## src/rtl/bounce_box_gen.sv

```systemverilog
// Pixel source feeding the VGA timing core: background gradient plus a
// solid box that bounces inside [XMIN,XMAX) x [YMIN,YMAX). The box moves
// once per frame, on the first cycle the scan reaches (0, UPDATE_LINE).
// That line is outside the visible rows, so the box never tears.
// Pixel output is registered with exactly one cycle of latency.
module bounce_box_gen #(
    parameter int XMIN        = 16,
    parameter int XMAX        = 656,
    parameter int YMIN        = 10,
    parameter int YMAX        = 490,
    parameter int BOX_W       = 32,
    parameter int BOX_H       = 24,
    parameter int SPEED       = 2,
    parameter int X0          = 100,
    parameter int Y0          = 100,
    parameter int UPDATE_LINE = 500
) (
    input  logic        clk_25_175,
    input  logic        reset,
    input  logic [9:0]  hpos,
    input  logic [9:0]  vpos,
    input  logic        run,
    output logic [11:0] pixstream,
    output logic [7:0]  frame_cnt,
    output logic        bounce
);

    // All position arithmetic is 11 bits wide, so x+BOX_W and x+SPEED
    // cannot overflow.
    localparam logic [10:0] L_XMIN  = 11'(XMIN);
    localparam logic [10:0] L_YMIN  = 11'(YMIN);
    localparam logic [10:0] L_XLIM  = 11'(XMAX - BOX_W);
    localparam logic [10:0] L_YLIM  = 11'(YMAX - BOX_H);
    localparam logic [10:0] L_BOX_W = 11'(BOX_W);
    localparam logic [10:0] L_BOX_H = 11'(BOX_H);
    localparam logic [10:0] L_SPEED = 11'(SPEED);
    localparam logic [10:0] L_X0    = 11'(X0);
    localparam logic [10:0] L_Y0    = 11'(Y0);
    localparam logic [9:0]  L_UPD   = 10'(UPDATE_LINE);

    logic [10:0] r_x;
    logic [10:0] r_y;
    logic        r_xdir;        // 1 = moving right
    logic        r_ydir;        // 1 = moving down
    logic        r_upd_prev;
    logic [7:0]  r_frame_cnt;
    logic [11:0] r_pix;
    logic        r_bounce;

    logic        w_upd_now;
    logic        w_event;
    logic [10:0] w_h11;
    logic [10:0] w_v11;
    logic        w_inbox;
    logic [12:0] w_xs;          // {hit, dir, pos}
    logic [12:0] w_ys;

    // One axis step. Returns {hit, new_dir, new_pos}. Landing exactly on
    // a bound is not a hit; the reflection happens on the next step.
    function automatic logic [12:0] axis_step(
        input logic [10:0] pos,
        input logic        dir,
        input logic [10:0] lo,
        input logic [10:0] hi
    );
        logic [12:0] res;
        if (dir) begin
            if (pos + L_SPEED > hi) res = {1'b1, 1'b0, hi};
            else                    res = {1'b0, 1'b1, 11'(pos + L_SPEED)};
        end else begin
            if (pos < lo + L_SPEED) res = {1'b1, 1'b1, lo};
            else                    res = {1'b0, 1'b0, 11'(pos - L_SPEED)};
        end
        return res;
    endfunction

    assign w_upd_now = (hpos == 10'd0) && (vpos == L_UPD);
    // The event fires only on the rising edge of w_upd_now, so a stalled
    // scan counter cannot produce a second event in the same frame.
    assign w_event   = w_upd_now && !r_upd_prev;
    assign w_h11     = {1'b0, hpos};
    assign w_v11     = {1'b0, vpos};
    assign w_inbox   = (w_h11 >= r_x) && (w_h11 < r_x + L_BOX_W) &&
                       (w_v11 >= r_y) && (w_v11 < r_y + L_BOX_H);
    assign w_xs      = axis_step(r_x, r_xdir, L_XMIN, L_XLIM);
    assign w_ys      = axis_step(r_y, r_ydir, L_YMIN, L_YLIM);

    // Per-frame motion, frame counter and the single-cycle bounce pulse.
    always_ff @(posedge clk_25_175) begin
        if (!reset) begin
            r_x         <= L_X0;
            r_y         <= L_Y0;
            r_xdir      <= 1'b1;
            r_ydir      <= 1'b1;
            r_upd_prev  <= 1'b0;
            r_frame_cnt <= 8'd0;
            r_bounce    <= 1'b0;
        end else begin
            r_upd_prev <= w_upd_now;
            r_bounce   <= 1'b0;
            if (w_event) begin
                r_frame_cnt <= r_frame_cnt + 8'd1;
                if (run) begin
                    r_x      <= w_xs[10:0];
                    r_xdir   <= w_xs[11];
                    r_y      <= w_ys[10:0];
                    r_ydir   <= w_ys[11];
                    r_bounce <= w_xs[12] | w_ys[12];
                end
            end
        end
    end

    // Registered pixel word: box colour follows frame_cnt, background is
    // a coarse gradient built from the scan position.
    always_ff @(posedge clk_25_175) begin
        if (!reset) begin
            r_pix <= 12'h000;
        end else if (w_inbox) begin
            r_pix <= {4'hF, ~r_frame_cnt[7:4], r_frame_cnt[7:4]};
        end else begin
            r_pix <= {4'h2, vpos[8:5], hpos[8:5]};
        end
    end

    assign pixstream = r_pix;
    assign frame_cnt = r_frame_cnt;
    assign bounce    = r_bounce;

endmodule
```

## config.mk

```make
export PLATFORM = sky130hd
export DESIGN_NAME = bounce_box_gen
export DESIGN_NICKNAME = d
export VERILOG_FILES = /design/src/rtl/bounce_box_gen.sv
export SDC_FILE = /design/constraint.sdc
export NUM_CORES = 1
export LEC_CHECK = 0
export BUFFER_PORTS_ARGS = -buffer_cell sky130_fd_sc_hd__buf_2
export CORE_ASPECT_RATIO = 0.5
export CORE_MARGIN = 1.5
export CORE_UTILIZATION = 54
export DETAILED_ROUTE_END_ITERATION = 8
export PLACE_DENSITY = 0.85
export SLEW_MARGIN = 40
export SYNTH_ARGS = -nofsm -noshare
export SYNTH_HDL_FRONTEND = slang
export SYNTH_SLANG_ARGS = --single-unit
```

## constraint.sdc

```tcl
create_clock -name clk_25_175 -period 2.9 [get_ports clk_25_175]
set_clock_uncertainty 0.2 [all_clocks]
set_input_delay 0.58 -clock clk_25_175 [delete_from_list [all_inputs] [get_ports clk_25_175]]
set_output_delay 0.58 -clock clk_25_175 [all_outputs]
set_load 0.03 [all_outputs]
```

# Word-level counts from Yosys, hierarchy flattened
# Cells that the tools add are included.
[totals]
reg_bits = 46
in_bits = 23
out_inout_bits = 21
word_cells = 42
[classes]
n_addsub = 7
order_cmp = 8
eq_ne = 1
mux = 7
n_bitwise = 2
reduce_logical = 9
[ops]
columns = ["operator", "count"]
rows = [
  ["2-to-1 mux 13 bit", 6],
  ["adder 11 x 2 -> 11 bit, second input constant", 2],
  ["greater-or-equal comparator 10 x 11 -> 1 bit", 2],
  ["less-than comparator 10 x 11 -> 1 bit", 2],
  ["subtractor 11 x 2 -> 11 bit, second input constant", 2],
  ["2-to-1 mux 12 bit", 1],
  ["adder 11 x 5 -> 11 bit, second input constant", 1],
  ["adder 11 x 6 -> 11 bit, second input constant", 1],
  ["> comparator 11 x 10 -> 1 bit, second input constant", 1],
  ["> comparator 11 x 9 -> 1 bit, second input constant", 1],
  ["less-than comparator 11 x 4 -> 1 bit, second input constant", 1],
  ["less-than comparator 11 x 5 -> 1 bit, second input constant", 1],
  ["equality test 10 x 9 -> 1 bit, second input constant", 1],
  ["logical NOT 10 bit", 1],
  ["adder 8 x 1 -> 8 bit, second input constant", 1],
  ["logical AND 1 bit", 5],
  ["NOT 4 bit", 1],
  ["AND reduction 3 bit", 1],
  ["AND reduction 2 bit", 1],
  ["logical NOT 1 bit", 1],
  ["bitwise OR 1 bit", 1],
]

# Longest topological paths before layout
# Gate-level depths: netlist (run 1).
[depth]
word_depth = 6
ltp_mapped = 13
depth_no_buf = 10

# Least setup slack after synthesis (run 1)
# No wires, ideal clock.
[synth_path]
kind = "register to register"
from = "register r_y[3]"
to = "register r_pix[0] (netlist: pixstream[0])"
setup_ns = 0.073
arrival_time_ns = 2.478
required_ns = 2.627
path_slack_ns = 0.149
path_stages_with_launch = 14
n_path_buf = 3
synth_period_minus_slack_ns = 2.751
path_cell_list = "dfxtp_1 -> buf_4 -> inv_1 -> ha_1 -> clkbuf_1 -> xor2_1 -> ha_1 -> o21a_1 -> o211ai_1 -> a31oi_1 -> o221ai_1 -> nand4_1 -> clkbuf_1 -> mux2i_1"
[synth_between]
elab_chain_cells = 4
elab_cells_between_ends = 6
classes_between = "add/sub: 1; order compare: 2; mux: 1; reduce/logical: 2"
[synth_lines]
columns = ["item", "line", "rtl"]
rows = [
  ["start: declaration", "42", "logic [10:0] r_y;"],
  ["start signal: assignment", "106", "r_y <= w_ys[10:0];"],
  ["adder 11 x 5 -> 11 bit or greater-or-equal comparator 10 x 11 -> 1 bit (tied branches)", "84", "(w_v11 >= r_y) && (w_v11 < r_y + L_BOX_H);"],
  ["less-than comparator 10 x 11 -> 1 bit or logical AND 1 bit (tied branches)", "84, 83", ""],
  ["logical AND 1 bit *", "84", ""],
  ["2-to-1 mux 12 bit *", "119", "end else if (w_inbox) begin"],
  ["end signal: assignment", "120", "r_pix <= {4'hF, ~r_frame_cnt[7:4], r_frame_cnt[7:4]};"],
  ["end signal: assignment", "122", "r_pix <= {4'h2, vpos[8:5], hpos[8:5]};"],
  ["end: declaration", "47", "logic [11:0] r_pix;"],
]
# Mark *: on every way between the ends. The rest lies on a longest branch, timed or not.
# A chain may end at the register's enable or synchronous reset.

# Worst setup path after layout (run 1)
[layout_path]
from = "register r_x[6]"
to = "register r_x[7]"
[layout_between]
elab_chain_cells = 4
elab_cells_between_ends = 7
classes_between = "add/sub: 2; order compare: 2; mux: 3"
[layout_lines]
columns = ["item", "line", "rtl"]
rows = [
  ["start: declaration", "41", "logic [10:0] r_x;"],
  ["start signal: assignment", "104", "r_x <= w_xs[10:0];"],
  ["adder 11 x 2 -> 11 bit", "68, 69", ""],
  ["> comparator 11 x 10 -> 1 bit", "68", "if (pos + L_SPEED > hi) res = {1'b1, 1'b0, hi};"],
  ["2-to-1 mux 13 bit", "68", ""],
  ["2-to-1 mux 13 bit *", "67", "if (dir) begin"],
]
# Marked as above.

==> metrics.txt, run 1 <==
status completed; first-pass GRT wire length 16.7 mm; IO Count between 40 and 50; TritonCTS clock tree done; FFs w/ async S/R, synth 0%; total setup buffers inserted after CTS 0; die footprint 7270 um2; routability cong. 0.940; Die W about 120 um; Final Max Slew Viols 0; via count of the first global-routing pass 3338; WP data arrival 2.69 ns; number of diodes 0; number of synthesized flops with an enable pin 0; Area Growth Syn to Fin 14.9%; Initial Utilization roughly 58%; gr ovfl total 0; syn avg cell area 7.94 um2; dpl cells between 500 and 600; Multi-input gate area 2570 um2; Die Y a little over 60 um; ys flop type dfxtp_1; post-synthesis sequential area ratio 23.1%; Gates resized, CTS repair 0; Post-Synthesis Cells 458; worst hold path class reg2reg; largest net degree at the start of global routing 35; clk buf depth 2; vias after detailed routing roughly 3800; WP buf/inv 1; switching share of power 23.9%; Rel. slew slack 59.3%; worst r2r src r_x[6]; GRT Overall Usage 29.2%; Final nets 564; Hold Fails Final Rpt 0; Core Box Area 6280 um2; Crit Path Max Fanout 8; CTS sink count 42; row count 20; unrepaired setup endpoints after global routing false; CP Depth 8; Comb pwr share 11.0%; total power 1.51 mW; VDD IR max 230 uV; Setup crit end kind flip-flop; Clock power frac 49.5%; post-DP HPWL 7.56 mm; P per Cell Area 361 nW/um2; crit-path leading delay family compound AO/OA/AOI/OAI gates; reg2reg path depth 8; Max stage delay on crit path 0.49 ns; crit path to r_x[7]; DRT Pass-1 Iters 6; Ys Warns 0; Worst Setup SP r_x[6]; register area 842 um2; NetSw 0.361 mW; # setup viols final 0; Critical-path top delay cell a2111oi_4; Period minus WS final 2.73 ns; Crit path required time 2.86 ns; Max-Cap Viols 0; post-route ant nets 0; final instance count without filler cells 590; leakage between 1.5 and 2 nW; share of cells above drive strength 1 approximately 17%; routed vias/inst 6.48; r2r setup slk roughly 0.17 ns; port bufs 43; top-area cell type share of the netlist area between 20 and 25%; Setup TNS Final 0 ns; Fillers 499; synth unique cells 63; antenna violations before repair 0; drt total wl between 10 and 15 mm; H-tree Lvls 2; synth top area cells dfxtp_1 23%, ha_1 14%, xnor2_1 5.5%, o21ai_0 4.7%, a21oi_1 3.7%; worst slack, placed 0.205 ns; DRC viols 0; Worst Setup Slack, final 0.170 ns; 1st-iter DRT viols 587; Num CTS Buffers 5; drt wl/cell 17.5 um; Worst-Skew Late Latency 0.29 ns; Peak Freq 0.366 GHz; kind of critical path reg2reg; Crit path top cell by count a21oi_1; clock root buffer clkbuf_16; hold bufs inserted after CTS 0; CP startpoint kind flip-flop; CP Cell Sequence inv_1 > ha_1 > or3b_1 > a2111oi_4 > or2_2 > a21oi_1 > o21ai_0 > a21oi_1; RR Endpoint r_x[7]; clock-pin slew on the worst setup and hold paths 0.07 ns; measured slew at the worst slew-check pin 0.609 ns; internal power roughly 1.1 mW; Mapped Nets 521; register bit count reported by yosys 42; cell area after synthesis 3640 um2; Final period util 94.1%; Seq pwr share 39.5%; cell taking the most area after synthesis dfxtp_1
[cell usage after synthesis (2+ instances only)]
master	count
a31oi_1	7
mux2i_1	11
nand2_1	33
nand4_1	14
nor4b_1	2
and4_1	4
a2bb2oi_1	2
dfxtp_1	42
o21ai_0	34
o31ai_1	3
and3_1	6
a21oi_1	27
nor2b_1	2
nand3_1	15
ha_1	40
nand4b_1	2
o21a_1	6
nor2_1	29
nor4_1	4
and2_1	3
a2111oi_0	2
o32ai_1	2
o2111ai_1	4
nor3b_1	4
nand2b_1	10
a211oi_1	11
clkbuf_1	12
a32oi_1	2
o211ai_1	7
a211o_1	5
inv_1	23
or4_1	2
o22ai_1	3
buf_4	3
o221ai_1	2
or3_1	3
a21o_1	2
nor3_1	15
or2_2	3
nor4bb_1	2
xnor2_1	23
buf_2	11
[area by class of cell]
type	instances	share of cell area, %
Tap cell	88	2.63
Inverter	23	2.07
Clock inverter	3	1.65
Multi-Input combinational cell	364	61.4
Sequential cell	42	20.1
Clock buffer	5	2.99
Timing Repair Buffer	65	9.10
[worst min path at each step]
stage,from,endpoint,cells past startpoint
floorplan,r_y[8],r_y[8],2
global placement,frame_cnt[7],pixstream[3],2
detailed placement,frame_cnt[7],pixstream[3],2
CTS,frame_cnt[7],pixstream[3],2
global route,frame_cnt[7],pixstream[3],2
finish,frame_cnt[7],pixstream[3],2
[metal layers]
layer,vias up,global-route usage [%],routed length (um)
met5,-,0,0
met3,22,4.81,971
met1,1784,40.7,4720
met4,0,12.2,175
met2,221,46.0,4440
li1,1798,-,-
[state kept, by name, summed over array words and instances (netlist names)]
register / flops
bounce: 1
frame_cnt: 8
pixstream: 10
r_upd_prev: 1
r_x: 10
r_y: 10
r_ydir: 1
r_xdir: 1
[worst min-delay path, delay by kind of cell (launching register included)]
kind | cells | cell delay [ns]
multiplexers | 1 | 0.06
AND/OR/NAND/NOR | 1 | 0.08
flip-flops | 1 | 0.32
[per-stage QoR]
step	utilization, %	hold WS, ns	area [um2]
after floorplan	-	0.281	3640
after global placement	63.4	0.287	3990
after detailed placement	63.4	0.302	3990
after CTS	66.5	0.314	4180
after global routing	66.6	0.333	4180
final	66.6	0.314	4180
[placed cells by master (no fill, tap or decap), drive strengths merged, types with 16 or more instances in the layout]
cell type / n
nor3: 16
ha: 40
dfxtp: 42
inv: 23
xnor2: 23
o21ai: 34
nand2: 33
nor2: 29
buf: 65
a21oi: 28
nand3: 16
[cells by family after synthesis]
kind of cell	count (synthesis)	synth area share [%]
AND/OR/NAND/NOR	160	24.1
adder cells (fa/ha/maj)	40	13.8
flip-flops	42	23.1
buffers and inverters	52	6.29
multiplexers	11	3.03
XOR/XNOR	24	5.78
AO/OA/AOI/OAI	129	23.9
[power groups by stage]
stage | clock (mW) | sequential, mW | combinational, mW
2_1_floorplan | 0 | 0.626 | 0.0845
5_1_grt | 0.779 | 0.598 | 0.182
4_1_cts | 0.749 | 0.597 | 0.164
3_3_place_gp | 0 | 0.610 | 0.157
3_5_place_dp | 0 | 0.610 | 0.162
6_report | 0.747 | 0.597 | 0.166
Note: power is estimated with default switching activity, not from simulation.
==> run 2, diff against run 1 <==
Settings changed: CORE_UTILIZATION 54 to 59, PLACE_DENSITY 0.85 to 0.88.
Clock period 2.9 ns to 2.95 ns, I/O delays scaled along.
==> run 2 against run 1 <==
Clock power down 27%; critical endpoint is now pixstream[1]; register-to-register slack got worse by 0.03 ns; sequential cell count is the same; die area shrank 8.2%; highest routed layer unchanged; critical path depth is 2 higher.
==> metrics.txt, run 2 (synthesis results as in run 1) <==
status completed; Peak Freq about 0.36 GHz; DRT Pass-1 Iters 6; Max-Cap Viols 0; port bufs 43; routed vias/inst 6.64; clock root buffer clkbuf_16; antenna violations before repair 0; TritonCTS clock tree done; worst hold path class reg2reg; drt wl/cell 18.0 um; post-route ant nets 0; Die Y 58.5 um; routability cong. around 0.95; Num CTS Buffers 5; Setup TNS Final 0 ns; Rel. slew slack 40.4%; unrepaired setup endpoints after global routing false; worst slack, placed 0.108 ns; leading cell type in the layout, fill and taps excluded buf_2; Worst Setup Slack, final 0.144 ns; Final nets 561; IO Count between 40 and 50; kind of critical path reg2reg; WP data arrival 2.82 ns; Worst-Skew Late Latency 0.29 ns; post-DP HPWL 7.54 mm; Hold Fails Final Rpt 0; CTS sink count 42; die footprint 6670 um2; drt total wl 10.3 mm; # setup viols final 0; Multi-input gate area 2570 um2; row count 19; first-pass GRT wire length 17.0 mm; number of diodes 0; Fillers 441; commonest cells after routing, fill and taps aside 43 x buf_2, 42 x dfxtp_1, 40 x ha_1, 34 x o21ai_0, 33 x nand2_1; hold bufs inserted after CTS 0; Gates resized, CTS repair 0; via count of the first global-routing pass around 3500; vias after detailed routing about 3800; register area 841 um2; leakage 1.66 nW; CP startpoint kind flip-flop; clk buf depth 2; P per Cell Area 317 nW/um2; 1st-iter DRT viols 583; Setup crit end kind flip-flop; Initial Utilization between 60 and 70%; H-tree Lvls 2; Crit path required time 2.96 ns; largest net degree at the start of global routing 35; final instance count without filler cells 571; Final Max Slew Viols 0; VDD IR max approximately 210 uV; Area Growth Syn to Fin 12.2%; total setup buffers inserted after CTS 0; Core Box Area about 5700 um2; Period minus WS final 2.81 ns; Crit Path Max Fanout 9; gr ovfl total 0; clock-pin slew on the worst setup and hold paths 0.06 ns; dpl cells 564; share of cells above drive strength 1 16.3%; Die W 114 um; DRC viols 0; GRT Overall Usage 31.9%; measured slew at the worst slew-check pin 0.888 ns; Final period util 95.1%
run 2: power breakdown:
group          switching, mW  total, mW  internal, mW
Clock                  0.234      0.543         0.310
Sequential           0.00898      0.587         0.578
Combinational         0.0987      0.162        0.0636
run 2: layout make-up:
| type | instances | area share [%] |
|---|---|---|
| Tap cell | 73 | 2.24 |
| Inverter | 23 | 2.12 |
| Sequential cell | 42 | 20.6 |
| Timing Repair Buffer | 62 | 8.77 |
| Multi-Input combinational cell | 364 | 62.9 |
| Clock buffer | 6 | 3.16 |
| Clock inverter | 1 | 0.184 |
run 2: path summary, 6_finish.rpt:
path / start / end / slack, ns / cells past startpoint
max: r_x[5] / pixstream[1] / 0.14 / 10
min: frame_cnt[7] / pixstream[3] / 0.32 / 2
max reg2reg: r_x[5] / pixstream[1] / 0.14 / 10
min reg2reg: frame_cnt[7] / pixstream[3] / 0.32 / 2
run 2: metal layers:
metal  wire length (um)  up-vias  GRT usage (%)
met2               4410      226           49.9
met4                209        0           9.29
met1               4540     1748           43.2
met3               1140       38           9.37
li1                   -     1781              -
met5                  0        -              0
run 2: per-stage QoR:
step	utilization (%)	area [um2]	power (mW)	hold slack (ns)
finish	71.5	4080	1.29	0.316
global route	71.5	4080	1.34	0.355
CTS	71.5	4080	1.29	0.305
detailed placement	69.1	3940	0.757	0.300
global placement	69.1	3940	0.753	0.279
floorplan	-	3640	0.698	0.281
run 2: worst max-delay path, stage by stage, from the launching register on:
cell and delay [ns]:
dfxtp_1 0.57, inv_1 0.22, ha_1 0.35, inv_1 0.06, ha_1 0.29, a21oi_1 0.06
a211oi_1 0.23, o221ai_1 0.18, nand4_1 0.13, buf_4 0.21, mux2i_1 0.22
==> run 3, diff against run 2 <==
Settings changed: CORE_UTILIZATION 59 to 54, PLACE_DENSITY 0.88 to 0.85, RECOVER_POWER from default to 50.
Clock period 2.95 ns to 2.5 ns, I/O delays scaled along.
==> run 3 against run 2 <==
The flow now finishes with violations (negative setup slack); cell area is 10% higher; sequential share of layout area fell by 1.7 points; highest routed layer unchanged; critical endpoint is now pixstream[0]; wire length is 11% higher.
==> metrics.txt, run 3 (synthesis results as in run 1) <==
clock root buffer clkbuf_16; Final period util 102%; DRC viols 0; Period minus WS final 2.56 ns; Core Box Area 6280 um2; clock-pin slew on the worst setup and hold paths roughly 0.07 ns; Setup crit end kind flip-flop; DRT Pass-1 Iters 8; clk buf depth 2; die footprint 7270 um2; number of diodes 0; Hold Fails Final Rpt 0; largest net degree at the start of global routing 35; kind of critical path reg2reg; port bufs 43; CP Cell Sequence inv_1 > ha_1 > o211ai_1 > o21a_1 > o21ai_0 > nor4b_2 > nand4_1 > buf_6 > mux2i_1; row count 20; routability cong. 0.983; Setup TNS Final -0.466 ns; TritonCTS clock tree done; measured slew at the worst slew-check pin 0.486 ns; Max-Cap Viols 0; share of cells above drive strength 1 22.0%; post-DP HPWL 8.26 mm; Num CTS Buffers 5; unrepaired setup endpoints after global routing true; crit-path leading delay family simple AND/OR/NAND/NOR gates; dpl cells slightly above 600; H-tree Lvls 2; Peak Freq 0.390 GHz; drt wl/cell ~18 um; Die Y 61.0 um; Critical-path top delay cell dfxtp_1; via count of the first global-routing pass 3490; Crit path required time 2.48 ns; P per Cell Area ~370 nW/um2; GRT Overall Usage between 30 and 40%; Die W 119 um; WP data arrival around 2.6 ns; failing checks negative setup slack; status finished with violations; drt total wl approximately 11 mm; worst hold path class reg2reg; Cell Area, Placed between 4000 and 5000 um2; final instance area roughly 4500 um2; leakage around 1.8 nW; commonest cells after routing, fill and taps aside 57 x buf_4, 37 x dfxtp_1, 36 x ha_1, 33 x nand2_1, 32 x o21ai_0; total power approximately 1.7 mW; # setup viols final 8; final instance count without filler cells around 630; CP startpoint kind flip-flop; vias after detailed routing approximately 4000; antenna violations before repair 0; IO Count 44; first-pass GRT wire length 17.1 mm; 1st-iter DRT viols 539; routed vias/inst 6.35; Worst Setup Slack, final -0.0624 ns; Crit Path Max Fanout 6; Initial Utilization 57.9%; Final nets 603; VDD IR max 235 uV; WP buf/inv 2; Area Growth Syn to Fin 23.9%; post-route ant nets 0; Final Max Slew Viols 0; Rel. slew slack 67.6%; gr ovfl total 0; Max stage delay on crit path between 0.4 and 0.5 ns; Fillers 500; leading cell type in the layout, fill and taps excluded buf_4; CTS sink count 42; Worst-Skew Late Latency 0.29 ns
run 3: path summary, 6_finish.rpt:
path | from | to | slack [ns] | depth (start not counted)
setup / recovery | r_x[2] | pixstream[0] | -0.06 | 9
hold / removal | frame_cnt[7] | pixstream[3] | 0.31 | 2
setup reg to reg | r_x[2] | pixstream[0] | -0.06 | 9
hold reg to reg | frame_cnt[7] | pixstream[3] | 0.31 | 2
run 3: cell type report:
| cell class | count | area (um2) | share of cell area (%) |
|---|---|---|---|
| Sequential cell | 42 | 852 | 18.9 |
| Tap cell | 88 | 110 | 2.44 |
| Clock inverter | 3 | 43.8 | 0.971 |
| Clock buffer | 5 | 125 | 2.78 |
| Multi-Input combinational cell | 364 | 2640 | 58.6 |
| Timing Repair Buffer | 104 | 647 | 14.3 |
| Inverter | 23 | 86.3 | 1.92 |
run 3: through the flow:
stage | setup WS (ns) | utilization, % | hold WS [ns]
after global routing | -0.177 | 71.8 | 0.322
after global placement | -0.0448 | 67.4 | 0.281
after CTS | 0.00547 | 70.2 | 0.303
final | -0.0624 | 71.8 | 0.308
after detailed placement | -0.0946 | 67.4 | 0.294
after floorplan | 0.00909 | - | 0.281
run 3: timing repair:
action,in CTS,in global routing
gates resized for setup,3,24
pin swaps,1,5
gates cloned,0,1
hold buffers,0,0
buffers inserted,0,5
endpoints found under the setup margin,10,25
run 3: power by group:
part           switching (mW)  total [mW]  internal (mW)  leakage [nW]
logic                   0.129       0.221         0.0916          1.38
registers              0.0105       0.692          0.682         0.343
clock network           0.303       0.777          0.474        0.0842
run 3: tightest hold or removal path, cell delays in order, from the launching register on:
cell and delay (ns):
dfxtp_1 0.32, nand2_1 0.08, mux2i_1 0.06
run 3: per-layer routing:
metal  part of all wire [%]  up-vias  global-route usage [%]
li1                       -     1868                       -
met1                     44     1840                    40.0
met2                     45      248                    53.8
met3                    8.7       36                    5.00
met4                    2.1        0                    7.92
met5                      0        -                       0
